`config.mk`:
```
export PLATFORM = sky130hd
export DESIGN_NAME = matrixops_feed_arbiter
export DESIGN_NICKNAME = d
export VERILOG_FILES = /design/src/rtl/matrixops_pkg.sv /design/src/rtl/mxa_rr_arbiter.sv /design/src/rtl/matrixops_feed_arbiter.sv
export SDC_FILE = /design/constraint.sdc
export NUM_CORES = 1
export LEC_CHECK = 0
export ABC_AREA = 1
export BUFFER_PORTS_ARGS = -buffer_cell sky130_fd_sc_hd__buf_2
export CORE_MARGIN = 2
export CORE_UTILIZATION = 48
export CTS_CLUSTER_DIAMETER = 150
export DETAILED_ROUTE_END_ITERATION = 10
export GPL_ROUTABILITY_DRIVEN = 0
export GPL_TIMING_DRIVEN = 0
export PLACE_DENSITY = 0.78
export REMOVE_ABC_BUFFERS = 1
export SLEW_MARGIN = 20
export SYNTH_ARGS = -nofsm -noshare
export SYNTH_HDL_FRONTEND = slang
export SYNTH_HIERARCHICAL = 1
export SYNTH_SLANG_ARGS = --single-unit
export TNS_END_PERCENT = 10
```
`constraint.sdc`:
```
create_clock -name clk -period 1.54 [get_ports clk]
set_input_delay 0.077 -clock clk [delete_from_list [all_inputs] [get_ports clk]]
set_output_delay 0.077 -clock clk [all_outputs]
set_load 0.05 [all_outputs]
```
`src/rtl/matrixops_pkg.sv`:
```
// rtl/matrixops_pkg.sv - state encoding, default sizes and beat counter width for the matrixops feed arbiter
package matrixops_pkg;

  localparam int DEF_ELEMS    = 4;
  localparam int DEF_RES_BITS = 8;

  typedef enum logic [2:0] {
    ST_IDLE,
    ST_HDR,
    ST_DATA,
    ST_PAR,
    ST_GAP,
    ST_CAPT,
    ST_DONE
  } state_e;

  // One counter serves both the DATA and CAPT phases, so size it for the longer one.
  function automatic int beat_cnt_w(input int elems, input int res_bits);
    int m;
    m = (elems > res_bits) ? elems : res_bits;
    return (m > 1) ? $clog2(m) : 1;
  endfunction

  localparam int DEF_CNT_W = beat_cnt_w(DEF_ELEMS, DEF_RES_BITS);

endpackage

```
`src/rtl/mxa_rr_arbiter.sv`:
```
// rtl/mxa_rr_arbiter.sv - 2-way round-robin pick with a last-served pointer
module mxa_rr_arbiter (
  input  logic clk,
  input  logic rst,
  input  logic req0,
  input  logic req1,
  input  logic update,
  input  logic served_id,
  output logic winner
);

  logic last_q, last_d;

  always_comb begin
    last_d = last_q;
    if (update) last_d = served_id;
  end

  always_ff @(posedge clk or posedge rst) begin
    if (rst) last_q <= 1'b1;
    else     last_q <= last_d;
  end

  always_comb begin
    winner = 1'b0;
    if (req0 && req1) winner = ~last_q;
    else if (req1)    winner = 1'b1;
  end

endmodule

```
`src/rtl/matrixops_feed_arbiter.sv`:
```
// rtl/matrixops_feed_arbiter.sv - shares one matrixops serial port between two requesters
// Optional parity beat after the operand beats: MATRIXOPS_FEED_PARITY_EN
module matrixops_feed_arbiter
  import matrixops_pkg::*;
#(
  parameter int ELEMS    = DEF_ELEMS,
  parameter int RES_BITS = DEF_RES_BITS
) (
  input  logic                 clk,
  input  logic                 rst,
  input  logic                 req0,
  input  logic [1:0]           op0,
  input  logic [2*ELEMS-1:0]   a0,
  input  logic [2*ELEMS-1:0]   b0,
  input  logic                 req1,
  input  logic [1:0]           op1,
  input  logic [2*ELEMS-1:0]   a1,
  input  logic [2*ELEMS-1:0]   b1,
  output logic                 gnt0,
  output logic                 gnt1,
  output logic                 done0,
  output logic                 done1,
  output logic [RES_BITS-1:0]  result,
  output logic                 enter,
  output logic [1:0]           X,
  output logic [1:0]           Y,
  input  logic                 Z
);

  localparam int CNT_W = beat_cnt_w(ELEMS, RES_BITS);

  state_e                state_q, state_d;
  logic [CNT_W-1:0]      cnt_q, cnt_d;
  logic                  owner_q, owner_d;
  logic [1:0]            op_q, op_d;
  logic [2*ELEMS-1:0]    a_q, a_d, b_q, b_d;
  logic [RES_BITS-1:0]   shift_q, shift_d, result_q, result_d;
  logic                  enter_q, enter_d;
  logic [1:0]            x_q, x_d, y_q, y_d;
  logic                  gnt0_q, gnt0_d, gnt1_q, gnt1_d;
  logic                  done0_q, done0_d, done1_q, done1_d;
  logic                  winner, rr_update;

`ifdef MATRIXOPS_FEED_PARITY_EN
  function automatic logic [1:0] xor_elems(input logic [2*ELEMS-1:0] v);
    logic [1:0] acc;
    acc = '0;
    for (int k = 0; k < ELEMS; k++) acc = acc ^ v[2*k +: 2];
    return acc;
  endfunction
`endif

  mxa_rr_arbiter u_rr (
    .clk       (clk),
    .rst       (rst),
    .req0      (req0),
    .req1      (req1),
    .update    (rr_update),
    .served_id (owner_q),
    .winner    (winner)
  );

  always_comb begin
    state_d   = state_q;
    cnt_d     = cnt_q;
    owner_d   = owner_q;
    op_d      = op_q;
    a_d       = a_q;
    b_d       = b_q;
    shift_d   = shift_q;
    result_d  = result_q;
    done0_d   = 1'b0;
    done1_d   = 1'b0;
    rr_update = 1'b0;

    case (state_q)
      ST_IDLE: begin
        if (req0 || req1) begin
          owner_d = winner;
          op_d    = winner ? op1 : op0;
          a_d     = winner ? a1  : a0;
          b_d     = winner ? b1  : b0;
          state_d = ST_HDR;
        end
      end
      ST_HDR: begin
        cnt_d   = '0;
        state_d = ST_DATA;
      end
      ST_DATA: begin
        if (cnt_q == CNT_W'(ELEMS - 1)) begin
          cnt_d = '0;
`ifdef MATRIXOPS_FEED_PARITY_EN
          state_d = ST_PAR;
`else
          state_d = ST_GAP;
`endif
        end else begin
          cnt_d = cnt_q + 1'b1;
        end
      end
      ST_PAR: state_d = ST_GAP;
      ST_GAP: begin
        cnt_d   = '0;
        state_d = ST_CAPT;
      end
      ST_CAPT: begin
        shift_d = {Z, shift_q[RES_BITS-1:1]};
        if (cnt_q == CNT_W'(RES_BITS - 1)) state_d = ST_DONE;
        else                               cnt_d   = cnt_q + 1'b1;
      end
      ST_DONE: begin
        result_d  = shift_q;
        done0_d   = ~owner_q;
        done1_d   = owner_q;
        rr_update = 1'b1;
        state_d   = ST_IDLE;
      end
      default: state_d = ST_IDLE;
    endcase

    // Port outputs are registered, so they are derived from the state being entered.
    enter_d = 1'b0;
    x_d     = 2'b00;
    y_d     = 2'b00;
    case (state_d)
      ST_HDR: begin
        enter_d = 1'b1;
        x_d     = op_d;
      end
      ST_DATA: begin
        enter_d = 1'b1;
        for (int k = 0; k < ELEMS; k++) begin
          if (cnt_d == CNT_W'(k)) begin
            x_d = a_d[2*k +: 2];
            y_d = b_d[2*k +: 2];
          end
        end
      end
`ifdef MATRIXOPS_FEED_PARITY_EN
      ST_PAR: begin
        enter_d = 1'b1;
        x_d     = xor_elems(a_d);
        y_d     = xor_elems(b_d);
      end
`endif
      default: ;
    endcase

    gnt0_d = ((state_d != ST_IDLE) && !owner_d) || done0_d;
    gnt1_d = ((state_d != ST_IDLE) &&  owner_d) || done1_d;
  end

  always_ff @(posedge clk or posedge rst) begin
    if (rst) begin
      state_q  <= ST_IDLE;
      cnt_q    <= '0;
      owner_q  <= 1'b0;
      op_q     <= '0;
      a_q      <= '0;
      b_q      <= '0;
      shift_q  <= '0;
      result_q <= '0;
      enter_q  <= 1'b0;
      x_q      <= '0;
      y_q      <= '0;
      gnt0_q   <= 1'b0;
      gnt1_q   <= 1'b0;
      done0_q  <= 1'b0;
      done1_q  <= 1'b0;
    end else begin
      state_q  <= state_d;
      cnt_q    <= cnt_d;
      owner_q  <= owner_d;
      op_q     <= op_d;
      a_q      <= a_d;
      b_q      <= b_d;
      shift_q  <= shift_d;
      result_q <= result_d;
      enter_q  <= enter_d;
      x_q      <= x_d;
      y_q      <= y_d;
      gnt0_q   <= gnt0_d;
      gnt1_q   <= gnt1_d;
      done0_q  <= done0_d;
      done1_q  <= done1_d;
    end
  end

  assign gnt0   = gnt0_q;
  assign gnt1   = gnt1_q;
  assign done0  = done0_q;
  assign done1  = done1_q;
  assign result = result_q;
  assign enter  = enter_q;
  assign X      = x_q;
  assign Y      = y_q;

endmodule

```
======== After elaboration in Yosys (flattened, before gate mapping) ========
Index checks and enable logic that the tools add are counted.
word-level totals
  flip-flop bits (word level) ............. 51
  word-level logic and storage cells ...... 78
  output and inout port bits .............. 17
  bits of input ports ..................... 41
operators by class
  equality and inequality tests ........... 13
  muxes and demuxes ....................... 34
  $add $sub $neg .......................... 1
  reduce and logical (&&, ||, !) cells .... 12
  bitwise operators ....................... 2
operator list
  kind                   number
  $mux W8                6
  $mux W2                12
  $eq A3 B2 Y1 const B   6
  $pmux W3 S6            1
  $mux W3                5
  $eq A3 B3 Y1 const B   4
  $eq A3 B1 Y1 const B   3
  $pmux W3 S3            1
  $mux W1                8
  $logic_not A3 Y1       2
  $pmux W2 S2            1
  $reduce_or A2 Y1       2
  $add A3 B1 Y3 const B  1
  $logic_and A1 B1 Y1    3
  $logic_or A1 B1 Y1     3
  $reduce_bool A3 Y1     1
  $not A1 Y1             2
  $logic_not A1 Y1       1

======== Depth between registers and ports, before layout ========
Gate-level depths: netlist of the first run.
  depth in word-level cells ............... 10
  gate-level depth with buffers ........... 13
  depth with buffers taken out ............ 13

======== Cells and area by module ========
Netlist of the first run, hierarchy kept.
by module, submodules not included
  module                  sequential area each (µm²)  area an instance (µm²)  cells each  instances
  matrixops_feed_arbiter  1201.2                      2394.8                  288         1
  mxa_rr_arbiter          26.3                        57.6                    8           1

======== Worst setup path before layout of the first run ========
Ideal clock, no wire load.
  path type ............................... reg2reg
  start point ............................. register cnt_q[0]
  end point ............................... register y_q[0], in the netlist Y[0]
  slack ................................... -79 ps
  required time ........................... 1416 ps
  stages on the path, launching flop included .. 13
  period minus slack after synthesis ...... 1619 ps
  path buffers ............................ 0
  library setup time ...................... 124 ps
  arrival ................................. 1495 ps
  cell sequence ........................... dfrtp_1 > ha_1 > inv_1 > nor2_1 > nor2_1 > nand2_1 > nand3_2 > inv_2 > nand3_2 > inv_1 > nand2_1 > nand2_1 > a21oi_1
between the ends
  word-level cells in the longest chain between the ends .. 9
  elaborated cells between the ends (all ways) .. 19
  classes of those cells .................. 1 x add/sub; 6 x eq/ne; 11 x mux; 1 x reduce/logical
ends and longest elaborated chain
  what                                   line                                                         text
  start, declared                        matrixops_feed_arbiter.sv:33                                 logic [CNT_W-1:0] cnt_q, cnt_d;
  start signal, assigned                 matrixops_feed_arbiter.sv:173                                cnt_q <= cnt_d;
  $add A3 B1 Y3 (tied with other cells)  matrixops_feed_arbiter.sv:99, matrixops_feed_arbiter.sv:110
  $mux W3, on equally long branches      matrixops_feed_arbiter.sv:109, matrixops_feed_arbiter.sv:91
  $pmux W3 S3 *                          matrixops_feed_arbiter.sv:76                                 case (state_q)
  net cnt_d[1]                           matrixops_feed_arbiter.sv:33
  $logic_not A3 Y1                       matrixops_feed_arbiter.sv:134                                if (cnt_d == CNT_W'(k)) begin
  $mux W2 (3 in series)                  matrixops_feed_arbiter.sv:134
  $mux W2 *                              matrixops_feed_arbiter.sv:134
  $mux W2 *                              matrixops_feed_arbiter.sv:126                                case (state_d)
  net y_d[0]                             matrixops_feed_arbiter.sv:39                                 logic [1:0] x_q, x_d, y_q, y_d;
  end signal, assigned                   matrixops_feed_arbiter.sv:182                                y_q <= y_d;
  end, declared                          matrixops_feed_arbiter.sv:39
The timed path passes the listed nets; every way through them passes the cells marked *.
A chain may end at the register's enable or synchronous reset.

======== Worst setup path in the final report of the first run ========
  start point ............................. register u_rr.last_q
  end point ............................... register y_q[0], in the netlist Y[0]
between the ends
  elaborated cells between the ends (all ways) .. 10
  classes of those cells .................. 9 x mux; 1 x bitwise
RTL lines
  what                    line                           text
  start, declared         mxa_rr_arbiter.sv:12           logic last_q, last_d;
  start signal, assigned  mxa_rr_arbiter.sv:21           else last_q <= last_d;
  $not A1 Y1              mxa_rr_arbiter.sv:26           if (req0 && req1) winner = ~last_q;
  $mux W1                 mxa_rr_arbiter.sv:26
  net winner              matrixops_feed_arbiter.sv:42   logic winner, rr_update;
  $mux W8                 matrixops_feed_arbiter.sv:82   b_d = winner ? b1 : b0;
  $mux W8                 matrixops_feed_arbiter.sv:78   if (req0 || req1) begin
  $mux W8                 matrixops_feed_arbiter.sv:76
  net b_d[4]              matrixops_feed_arbiter.sv:36   logic [2*ELEMS-1:0] a_q, a_d, b_q, b_d;
  $mux W2 (2 in series)   matrixops_feed_arbiter.sv:134
  $mux W2                 matrixops_feed_arbiter.sv:126
  net y_d[0]              matrixops_feed_arbiter.sv:39
The timed path passes the listed nets, and every way through them passes these cells.

==> run summary, run 1 <==
================================================================================
Compound-gate portion of the synthesized area .....................        13.0%
Library cell with the highest instance count after synthesis ...... sky130_fd_sc_hd__nand2_1
Post-layout instance count excluding filler cells .................          454
Clk buf depth .....................................................            2
Pre-CTS setup slack ...............................................     -1.15 ns
Total placed instance area ........................................   2780 sq um
Overall overflow remaining after global route .....................            0
Synthesized-area fraction occupied by adder cells .................       0.510%
Wire length after detailed routing ................................      6.86 mm
Remaining antenna violation count .................................            0
Die area ..........................................................   5700 sq um
Core outline area .................................................   5010 sq um
Input/output buffers ..............................................           57
Final critical-path share of the clock period .....................         119%
Mux contribution to synthesized area ..............................       0.816%
Critical path arrival .............................................      2.01 ns
Worst hold path class .............................................    in -> reg
Run status ........................................................ finished with violations
Ant. Diodes .......................................................            0
Post-synthesis xor/xnor area fraction .............................           0%
Count of unresolved DRC violations after routing ..................            0
Critical path buffer and inverter count ...........................            2
Routed WL per cell ................................................ 15.1 microns
Skew-Pair Late Insertion Delay ....................................      0.31 ns
Leak ..............................................................      1.75 nW
Maximum number of pins on one net before global-route repair ......           33
Share of the yosys chip area belonging to registers ...............        50.1%
DP Wirelength .....................................................      3.73 mm
Maximum clock rate ................................................    0.546 GHz
Chain of cells forming the critical path .......................... a21oi_4 > clkinvlp_4 > buf_8 > or2_4 > o211ai_1 > nand2_1 > o211ai_1 > a21oi_1
Final std cell area, no fill ......................................   3360 sq um
Sinks on the clock net ............................................           49
Data required time at the worst endpoint ..........................      1.72 ns
Post-synthesis instance area ......................................   2450 sq um
Max stage delay cell, worst path .................................. sky130_fd_sc_hd__dfstp_2
Leading post-synthesis cells by cell area ......................... sky130_fd_sc_hd__dfrtp_1 (49%), sky130_fd_sc_hd__nand2_1 (14%), sky130_fd_sc_hd__inv_1 (4.9%), sky130_fd_sc_hd__o21ai_0 (4.5%), sky130_fd_sc_hd__o211ai_1 (3.4%)
Final setup violating endpoints ...................................            9
Global router's overall resource usage ............................        23.1%
Total number of vias ..............................................         2305
Relative slew slack ...............................................        65.8%
Category of the most critical setup path ..........................   reg -> reg
Power Total .......................................................      7.74 mW
Total Nets Final ..................................................          425
Delay contributed by the slowest stage of the critical path .......      0.40 ns
Wire length of the first global-routing pass ......................      9.77 mm
Vertical die dimension ............................................ 75.5 microns
Die Wd ............................................................ 75.5 microns
Library cell with the largest summed area after synthesis ......... sky130_fd_sc_hd__dfrtp_1
Starting DRC count in detailed routing ............................          216
Placement row count ...............................................           26
Warnings from Yosys ...............................................            6
Final number of max-transition violations .........................            0
# placed instances ................................................          414
Share of the synthesized area in the top cell type ................        49.0%
Clk pin slew, worst setup/hold paths ..............................      0.09 ns
Setup skew after layout ...........................................   0.00766 ns
Final critical delay including setup and external delays ..........      1.83 ns
Sort of element at the start of the critical path .................         flop
Top cells by count, synth ......................................... sky130_fd_sc_hd__nand2_1 (94), sky130_fd_sc_hd__dfrtp_1 (48), sky130_fd_sc_hd__inv_1 (32), sky130_fd_sc_hd__o21ai_0 (22), sky130_fd_sc_hd__nor2_1 (18)
Maximum vdd drop ..................................................      1.18 mV
Share of synthesized flip-flops with an asynchronous set or reset .         100%
CTS HTree Levels ..................................................            2
Cell repeated most along the worst path ........................... sky130_fd_sc_hd__o211ai_1
Smallest hold slack ...............................................    0.0375 ns
Number of primary I/O pins ........................................           58
Vias per inst .....................................................         5.08
CP max FO .........................................................            5
CTS tree ..........................................................          yes
Initial antenna violation count ...................................            0
Kind of cell adding the most delay to the critical path ........... compound AO/OA/AOI/OAI gates
Crit path setup slack, layout .....................................    -0.292 ns
Power density over the cells ...................................... 2310 nW/um^2
Crit path capture type ............................................         flop
Clock root buffer ................................................. sky130_fd_sc_hd__clkbuf_8
Actual slew at the worst max-slew pin .............................     0.512 ns
Initial DRT Pass Iterations .......................................            4
Core utilization of the finished layout ...........................        67.0%
Post-synth EDFFs ..................................................            0
Mean cell area of the mapped netlist ..............................   8.28 sq um
Via count of the first global-routing pass ........................         2067
Flip-flop and latch count after synthesis .........................           49
Unrepaired setup endpoints after global routing ...................          yes
Initial cell density of the core ..................................        49.0%
Synth unique cells ................................................           28
Main combinational cell family by area after synthesis ............ simple AND/OR/NAND/NOR gates
Number of standard cells after synthesis ..........................          296
Growth of design area from synthesis to finish ....................        36.9%
Number of hold violations in the final report .....................            0
Number of buffers created by CTS ..................................            5
Simple-gate share of the synthesized area .........................        26.9%
Final total negative setup slack ..................................     -1.71 ns
Failing checks .................................................... negative setup slack
Share of cells above drive strength 1 .............................        40.4%
Leading register cell type out of synthesis ....................... sky130_fd_sc_hd__dfrtp_1
Reported max-cap violation count ..................................            0
================================================================================
## tightest hold or removal path: stages
cell and delay, ns:
sky130_fd_sc_hd__buf_2 0.08, sky130_fd_sc_hd__o211ai_1 0.08, sky130_fd_sc_hd__nand2_1 0.07
## cell usage in the layout, fill, tap and decap left out, types with 2 or more instances in the layout
cell type | synthesis | layout
sky130_fd_sc_hd__o211ai_1 | 11 | 11
sky130_fd_sc_hd__nor2_4 | 3 | 5
sky130_fd_sc_hd__o31ai_4 | 2 | 2
sky130_fd_sc_hd__nand4_1 | 2 | 2
sky130_fd_sc_hd__o21ai_2 | 2 | 7
sky130_fd_sc_hd__o21ai_1 | 6 | 5
sky130_fd_sc_hd__buf_6 | 4 | 3
sky130_fd_sc_hd__buf_8 | 0 | 2
sky130_fd_sc_hd__buf_2 | 2 | 57
sky130_fd_sc_hd__or2_2 | 10 | 7
sky130_fd_sc_hd__mux2i_1 | 2 | 2
sky130_fd_sc_hd__nand3_2 | 3 | 8
sky130_fd_sc_hd__clkbuf_8 | 0 | 6
sky130_fd_sc_hd__dlygate4sd3_1 | 0 | 2
sky130_fd_sc_hd__inv_2 | 6 | 7
sky130_fd_sc_hd__inv_1 | 32 | 28
sky130_fd_sc_hd__or2_4 | 0 | 4
sky130_fd_sc_hd__o21ai_0 | 22 | 17
sky130_fd_sc_hd__dfrtp_1 | 48 | 45
sky130_fd_sc_hd__nand2_2 | 2 | 7
sky130_fd_sc_hd__nand3_4 | 1 | 3
sky130_fd_sc_hd__o22ai_1 | 2 | 2
sky130_fd_sc_hd__a21oi_1 | 3 | 3
sky130_fd_sc_hd__nand2_1 | 94 | 90
sky130_fd_sc_hd__buf_4 | 0 | 20
sky130_fd_sc_hd__dfrtp_2 | 0 | 3
sky130_fd_sc_hd__nor2_1 | 18 | 15
sky130_fd_sc_hd__nand3_1 | 11 | 5
## cell families (layout without fill, tap and decap cells)
family                   Yosys count  in the layout
AND/OR/NAND/NOR                  147            149
AO/OA/AOI/OAI                     49             50
flip-flops                        49             49
buffers and inverters             48            133
multiplexers                       2              2
adder cells (fa/ha/maj)            1              1
## final cells by class
cell class | count | area [sq um]
Fill cell | 380 | 1650
Clock buffer | 7 | 86.3
Timing Repair Buffer | 87 | 592
Clock inverter | 1 | 30.0
Tap cell | 70 | 87.6
Sequential cell | 49 | 1230
Inverter | 38 | 156
Multi-Input combinational cell | 202 | 1170
## registers in the layout, summed over array words and instances, names as in the netlist, 2 cells and up
register and cells:
a_q 8, b_q 8, result 8, shift_q 8
cnt_q 3, state_q 3, X 2, Y 2
## repair_timing
| item | in CTS | in global routing |
|---|---|---|
| pin swaps | 13 | 15 |
| setup buffers | 18 | 7 |
| endpoints found under the setup margin | 25 | 23 |
| endpoints found under the hold margin | 18 | 0 |
| gates cloned | 3 | 2 |
| gates resized for setup | 24 | 34 |
| hold buffers | 2 | 0 |
## metal layers
metal | routed length, microns | track usage [%] | up-vias
met5 | 0 | 0 | -
met4 | 206 | 9.36 | 0
met3 | 321 | 4.37 | 23
met2 | 3630 | 38.9 | 69
met1 | 2710 | 29.5 | 1091
li1 | - | - | 1122
## worst paths after layout
path | slack, ns | from | cells after the start | to
worst max register to register | -0.29 | u_rr/last_q | 8 | Y[0]
worst min-delay path | 0.04 | op0[1] | 3 | X[1]
worst max-delay path | -0.29 | u_rr/last_q | 8 | Y[0]
max in group asynchronous | 0.75 | rst | 4 | a_q[5]
min in group asynchronous | 0.30 | rst | 3 | shift_q[3]
worst min register to register | 0.47 | shift_q[4] | 2 | shift_q[3]
## power breakdown
| part | total [mW] | internal [mW] | leakage, nW | switching (mW) |
|---|---|---|---|---|
| Combinational | 4.56 | 1.64 | 1.09 | 2.91 |
| Clock | 0.952 | 0.530 | 0.0585 | 0.422 |
| Sequential | 2.23 | 1.89 | 0.601 | 0.340 |
Note: power is estimated with default switching activity, not from simulation.
==> inputs of run 2 (changes only) <==
- ABC_AREA: 1 -> not set
- CORE_ASPECT_RATIO: not set -> 0.9
==> run 2 against run 1 <==
  * Worst hold slack gained 0.027 ns
  * Global-route usage is 0.22 points higher
  * Sequential power about the same
  * Die area increased by 0.12%
  * First-iteration DRC count up 28%
  * Sequential cell count unchanged
  * The run still ends with negative setup slack left
  * Highest routed layer unchanged
  * Maximum frequency decreased by 8.8%
==> run summary, run 2 <==
=====================================================================================
Run status ............................................................. finished with violations
Failing checks ......................................................... negative setup slack
Library cell with the highest instance count after synthesis ........... sky130_fd_sc_hd__dfrtp_1
Leading post-synthesis cells by cell area .............................. sky130_fd_sc_hd__dfrtp_1 (49%), sky130_fd_sc_hd__mux2i_1 (6.9%), sky130_fd_sc_hd__nand2_1 (6.9%), sky130_fd_sc_hd__mux2_2 (4.6%), sky130_fd_sc_hd__o21ai_1 (3.9%)
Reported max-cap violation count .......................................            0
Critical path arrival ..................................................      2.20 ns
Vertical die dimension ................................................. 71.8 microns
Crit path setup slack, layout ..........................................    -0.468 ns
Post-synthesis instance area ...........................................   2450 sq um
Initial antenna violation count ........................................            0
Growth of design area from synthesis to finish .........................        34.7%
Maximum vdd drop .......................................................      1.18 mV
DP Wirelength ..........................................................      3.59 mm
Leading register cell type out of synthesis ............................ sky130_fd_sc_hd__dfrtp_1
Vias per inst ..........................................................         5.64
Starting DRC count in detailed routing .................................          277
Share of the synthesized area in the top cell type .....................        48.9%
Share of cells above drive strength 1 ..................................        43.2%
Overall overflow remaining after global route ..........................            0
Number of filler cells placed in the layout ............................          355
Placement row count ....................................................           24
Die Wd ................................................................. 79.4 microns
Final critical-path share of the clock period ..........................         130%
Top cells by count, synth .............................................. sky130_fd_sc_hd__dfrtp_1 (48), sky130_fd_sc_hd__nand2_1 (45), sky130_fd_sc_hd__o21ai_1 (19), sky130_fd_sc_hd__mux2i_1 (17), sky130_fd_sc_hd__nor2_1 (16)
Setup skew after layout ................................................   0.00511 ns
Initial DRT Pass Iterations ............................................            4
Remaining antenna violation count ......................................            0
Category of the most critical setup path ...............................   reg -> reg
Final std cell area, no fill ...........................................   3310 sq um
Skew-Pair Late Insertion Delay .........................................      0.32 ns
CTS HTree Levels .......................................................            2
Wire length of the first global-routing pass ...........................      10.2 mm
Count of unresolved DRC violations after routing .......................            0
Maximum clock rate .....................................................    0.498 GHz
Library cell with the largest summed area after synthesis .............. sky130_fd_sc_hd__dfrtp_1
Mean cell area of the mapped netlist ...................................   9.74 sq um
Total number of vias ...................................................         2221
Warnings from Yosys ....................................................            6
Core outline area ......................................................   4890 sq um
Most frequent standard cell in the layout excluding fill and tap cells . sky130_fd_sc_hd__buf_2
Data required time at the worst endpoint ...............................      1.73 ns
Actual slew at the worst max-slew pin ..................................     0.567 ns
Crit path capture type .................................................         flop
Final setup violating endpoints ........................................            6
Final critical delay including setup and external delays ...............      2.01 ns
Wire length after detailed routing .....................................      6.63 mm
Sort of element at the start of the critical path ......................         flop
Number of standard cells after synthesis ...............................          252
Clock root buffer ...................................................... sky130_fd_sc_hd__clkbuf_8
Input/output buffers ...................................................           57
CTS tree ...............................................................          yes
Unrepaired setup endpoints after global routing ........................          yes
Synth unique cells .....................................................           49
Post-synth EDFFs .......................................................            0
Number of hold violations in the final report ..........................            0
Final number of max-transition violations ..............................            0
Worst hold path class ..................................................    in -> reg
Flip-flop and latch count after synthesis ..............................           49
Die area ...............................................................   5700 sq um
Number of primary I/O pins .............................................           58
Relative slew slack ....................................................        62.2%
Total Nets Final .......................................................          370
Maximum number of pins on one net before global-route repair ...........           26
Via count of the first global-routing pass .............................         2160
Ant. Diodes ............................................................            0
Routed WL per cell ..................................................... 16.8 microns
Initial cell density of the core .......................................        50.2%
Clk pin slew, worst setup/hold paths ...................................      0.10 ns
Leak ...................................................................      1.55 nW
Global router's overall resource usage .................................        23.4%
Number of buffers created by CTS .......................................            5
Clk buf depth ..........................................................            2
Power density over the cells ........................................... 2230 nW/um^2
Sinks on the clock net .................................................           49
Commonest cells after routing, fill and taps aside ..................... sky130_fd_sc_hd__buf_2 (58), sky130_fd_sc_hd__nand2_1 (44), sky130_fd_sc_hd__dfrtp_1 (43)
Power Total ............................................................      7.36 mW
Share of synthesized flip-flops with an asynchronous set or reset ......         100%
CP max FO ..............................................................            6
Total placed instance area .............................................   2770 sq um
Share of the yosys chip area belonging to registers ....................        50.0%
=====================================================================================
## run 2: cell types whose count changed after synthesis, sizes merged, moves of 9 or more
cell,delta
inv,-32
mux2,+11
mux2i,+15
nand2,-51
o211ai,-10
or2,-9
nand3,-14
## run 2: worst max-delay path: stages, from the launching register on
cell	delay, ns
sky130_fd_sc_hd__dfrtp_1	0.44
sky130_fd_sc_hd__ha_4	0.21
sky130_fd_sc_hd__buf_6	0.13
sky130_fd_sc_hd__nor4_4	0.18
sky130_fd_sc_hd__a211oi_2	0.10
sky130_fd_sc_hd__o31ai_4	0.31
sky130_fd_sc_hd__buf_12	0.16
sky130_fd_sc_hd__nand2_2	0.08
sky130_fd_sc_hd__o21ai_1	0.19
sky130_fd_sc_hd__a32oi_1	0.09
## run 2: layer usage
metal | up-vias | routed length, microns | GRT usage (%)
li1 | 1038 | - | -
met1 | 1056 | 2650 | 29.4
met2 | 112 | 3280 | 37.2
met3 | 15 | 539 | 6.17
met4 | 0 | 161 | 12.3
met5 | - | 0 | 0
## run 2: through the flow
| step | setup TNS [ns] | hold slack (ns) | worst slack (ns) | cells | utilization [%] |
|---|---|---|---|---|---|
| 3_3_place_gp | -65.01 | 0.0831 | -2.43 | 355 | 55.6 |
| 5_1_grt | -3.00 | 0.0942 | -0.524 | 394 | 67.5 |
| 2_1_floorplan | -32.08 | -0.0333 | -1.68 | 233 | - |
| 6_report | -1.71 | 0.0643 | -0.468 | 394 | 67.5 |
| 3_5_place_dp | -12.71 | 0.0903 | -1.05 | 357 | 56.7 |
| 4_1_cts | -1.56 | 0.0841 | -0.406 | 383 | 64.7 |
## run 2: path summary, 6_finish.rpt
path                       slack, ns          end  depth (start not counted)      start
max                            -0.47         X[0]                          9   cnt_q[1]
min                             0.06       b_q[1]                          3      b0[1]
max reg2reg                    -0.47         X[0]                          9   cnt_q[1]
min reg2reg                     0.48    result[2]                          2  result[2]
max in group asynchronous       0.67     cnt_q[2]                          4        rst
min in group asynchronous       0.30  u_rr/last_q                          3        rst
## run 2: cell families after synthesis
logic type / count (synthesis) / synth area share [%]
adder cells (fa/ha/maj): 1 / 0.510
flip-flops: 49 / 50.0
buffers and inverters: 26 / 5.20
multiplexers: 28 / 12.1
AO/OA/AOI/OAI: 65 / 16.6
AND/OR/NAND/NOR: 83 / 15.5
## run 2: power breakdown
| group | switching (mW) | total (mW) | internal (mW) |
|---|---|---|---|
| logic | 2.57 | 4.31 | 1.74 |
| clock network | 0.473 | 0.796 | 0.323 |
| registers | 0.367 | 2.25 | 1.88 |
## run 2: final cells by class
cell class | instances | area (sq um) | share of cell area [%]
inverter | 7 | 27.5 | 0.833
tap | 65 | 81.3 | 2.46
clock inverter | 3 | 21.3 | 0.643
sequential | 49 | 1230 | 37.3
timing repair buffer | 87 | 577 | 17.4
clock buffer | 5 | 68.8 | 2.08
multi-input combinational | 178 | 1300 | 39.2
## run 2: repair_timing
action / in CTS / in global routing
hold buffers: 2 / 0
hold endpoints to repair: 26 / 0
gates resized for setup: 32 / 22
endpoints found under the setup margin: 44 / 26
buffers inserted: 14 / 12
pin swaps: 9 / 3
cloned: 2 / 0
==> inputs of run 3 (changes only) <==
- MAX_ROUTING_LAYER: not set -> met4
==> run 3 against run 2 <==
  * The flow still finishes with violations (negative setup slack)
  * Maximum frequency increased by 0.90%
  * Cell count increased by 0.51%
  * Critical path depth fell by 2
  * Routed wire length decreased by 0.65%
  * Core utilization up 0.28 points
  * Sequential power hardly changed
  * Sequential share of layout area decreased by 0.15 points
  * Critical path type unchanged
  * Critical endpoint unchanged
==> run summary, run 3 (synthesis gave the netlist of run 2 again) <==
=====================================================================================
Via count of the first global-routing pass .............................         2157
Relative slew slack ....................................................        62.1%
Total Nets Final .......................................................          372
Initial cell density of the core .......................................        50.2%
Run status ............................................................. finished with violations
Number of hold violations in the final report ..........................            0
Startpoint of the lowest-slack hold path ...............................        b0[2]
Vias per inst ..........................................................         5.61
Endpoint of the worst register-to-register path ........................         X[0]
Maximum vdd drop .......................................................      1.18 mV
DP Wirelength ..........................................................      3.59 mm
Share of cells above drive strength 1 ..................................        43.2%
Maximum clock rate .....................................................    0.502 GHz
Min-Delay Path Depth ...................................................            3
Final critical delay including setup and external delays ...............      1.99 ns
Clk pin slew, worst setup/hold paths ...................................      0.09 ns
Initial DRT Pass Iterations ............................................            4
Pre-CTS setup slack ....................................................     -1.05 ns
Starting DRC count in detailed routing .................................          227
Actual slew at the worst max-slew pin ..................................     0.567 ns
Final total negative setup slack .......................................     -1.72 ns
Maximum number of pins on one net before global-route repair ...........           26
Most frequent standard cell in the layout excluding fill and tap cells . sky130_fd_sc_hd__buf_2
Worst R2R Start ........................................................   state_q[0]
Reported max-cap violation count .......................................            0
Final critical-path share of the clock period ..........................         129%
Crit path capture type .................................................         flop
Critical path arrival ..................................................      2.17 ns
Wire length of the first global-routing pass ...........................      10.2 mm
Input/output buffers ...................................................           57
Wire length after detailed routing .....................................      6.59 mm
Failing checks ......................................................... negative setup slack
R2R setup slack ........................................................     -0.45 ns
Final setup violating endpoints ........................................            7
CTS tree ...............................................................          yes
Setup skew after layout ................................................   0.00773 ns
Remaining antenna violation count ......................................            0
Clock root buffer ...................................................... sky130_fd_sc_hd__clkbuf_8
End point of the worst hold path .......................................       b_q[2]
Multi-input gate area ..................................................   1300 sq um
Overall overflow remaining after global route ..........................            0
Commonest cells after routing, fill and taps aside ..................... sky130_fd_sc_hd__buf_2 (58), sky130_fd_sc_hd__nand2_1 (44), sky130_fd_sc_hd__dfrtp_1 (43)
Clk buf depth ..........................................................            2
CTS HTree Levels .......................................................            2
Data required time at the worst endpoint ...............................      1.72 ns
Global router's overall resource usage .................................        24.1%
Growth of design area from synthesis to finish .........................        35.2%
Final number of max-transition violations ..............................            0
Number of filler cells placed in the layout ............................          346
Placement row count ....................................................           24
Total placed instance area .............................................   2770 sq um
Number of cell instances on the worst register-to-register path ........            7
Total number of vias ...................................................         2221
Power Total ............................................................      7.33 mW
Sort of element at the start of the critical path ......................         flop
Final std cell area, no fill ...........................................   3320 sq um
Category of the most critical setup path ...............................   reg -> reg
Core outline area ......................................................   4890 sq um
Power density over the cells ........................................... 2210 nW/um^2
Die Wd ................................................................. 79.4 microns
Sinks on the clock net .................................................           49
Skew-Pair Late Insertion Delay .........................................      0.31 ns
Number of primary I/O pins .............................................           58
Vertical die dimension ................................................. 71.8 microns
Unrepaired setup endpoints after global routing ........................          yes
Number of buffers created by CTS .......................................            5
Die area ...............................................................   5700 sq um
Leak ...................................................................      1.56 nW
Ant. Diodes ............................................................            0
Routed WL per cell ..................................................... 16.6 microns
Count of unresolved DRC violations after routing .......................            0
Crit path setup slack, layout ..........................................    -0.450 ns
Register cell area after layout ........................................   1230 sq um
Core utilization of the finished layout ................................        67.8%
CP max FO ..............................................................            6
Worst hold path class ..................................................    in -> reg
Initial antenna violation count ........................................            0
=====================================================================================
run 3: cell type report:
| type | instances | share of cell area (%) |
|---|---|---|
| clock buffer | 5 | 2.07 |
| clock inverter | 3 | 0.641 |
| inverter | 7 | 0.829 |
| multi-input combinational | 178 | 39.1 |
| sequential | 49 | 37.2 |
| tap | 65 | 2.45 |
| timing repair buffer | 89 | 17.7 |
run 3: per-layer routing:
metal	global-route usage (%)	up-vias	wire, microns
li1	-	1047	-
met3	6.17	19	492
met4	12.3	0	219
met1	29.6	1065	2650
met5	-	-	0
met2	37.2	90	3230
run 3: worst max-delay path by stage:
stage / from / to / slack, ns / cells past startpoint
2_1_floorplan: u_rr/last_q / X[0] / -1.68 / 5
3_3_place_gp: u_rr/last_q / X[1] / -2.43 / 5
3_5_place_dp: cnt_q[0] / X[0] / -1.05 / 7
4_1_cts: state_q[2] / X[1] / -0.41 / 7
5_1_grt: state_q[0] / X[0] / -0.50 / 6
6_report: state_q[0] / X[0] / -0.45 / 7
run 3: per-stage QoR:
stage | hold slack [ns] | std cells
global route | 0.0926 | 396
global placement | 0.0831 | 355
finish | 0.0756 | 396
floorplan | -0.0333 | 233
CTS | 0.0841 | 383
detailed placement | 0.0903 | 357
run 3: critical path: stages (launching register included):
cell	delay, ns
sky130_fd_sc_hd__dfrtp_2	0.46
sky130_fd_sc_hd__or2_4	0.29
sky130_fd_sc_hd__or4_4	0.50
sky130_fd_sc_hd__o31ai_4	0.10
sky130_fd_sc_hd__buf_12	0.16
sky130_fd_sc_hd__nand2_2	0.08
sky130_fd_sc_hd__o21ai_1	0.18
sky130_fd_sc_hd__a32oi_1	0.09
run 3: report_power, final:
group	internal, mW	total (mW)	switching, mW
Combinational	1.75	4.31	2.56
Clock	0.323	0.778	0.455
Sequential	1.88	2.24	0.363
Total	3.96	7.33	3.38
run 3: timing repair:
item                                    in CTS  in global routing
gates resized for setup                     32                 19
hold endpoints to repair                    26                  0
endpoints found under the setup margin      44                 26
buffers inserted                            14                 14
hold buffers                                 2                  0
gates cloned                                 2                  0
pin swaps                                    9                  4
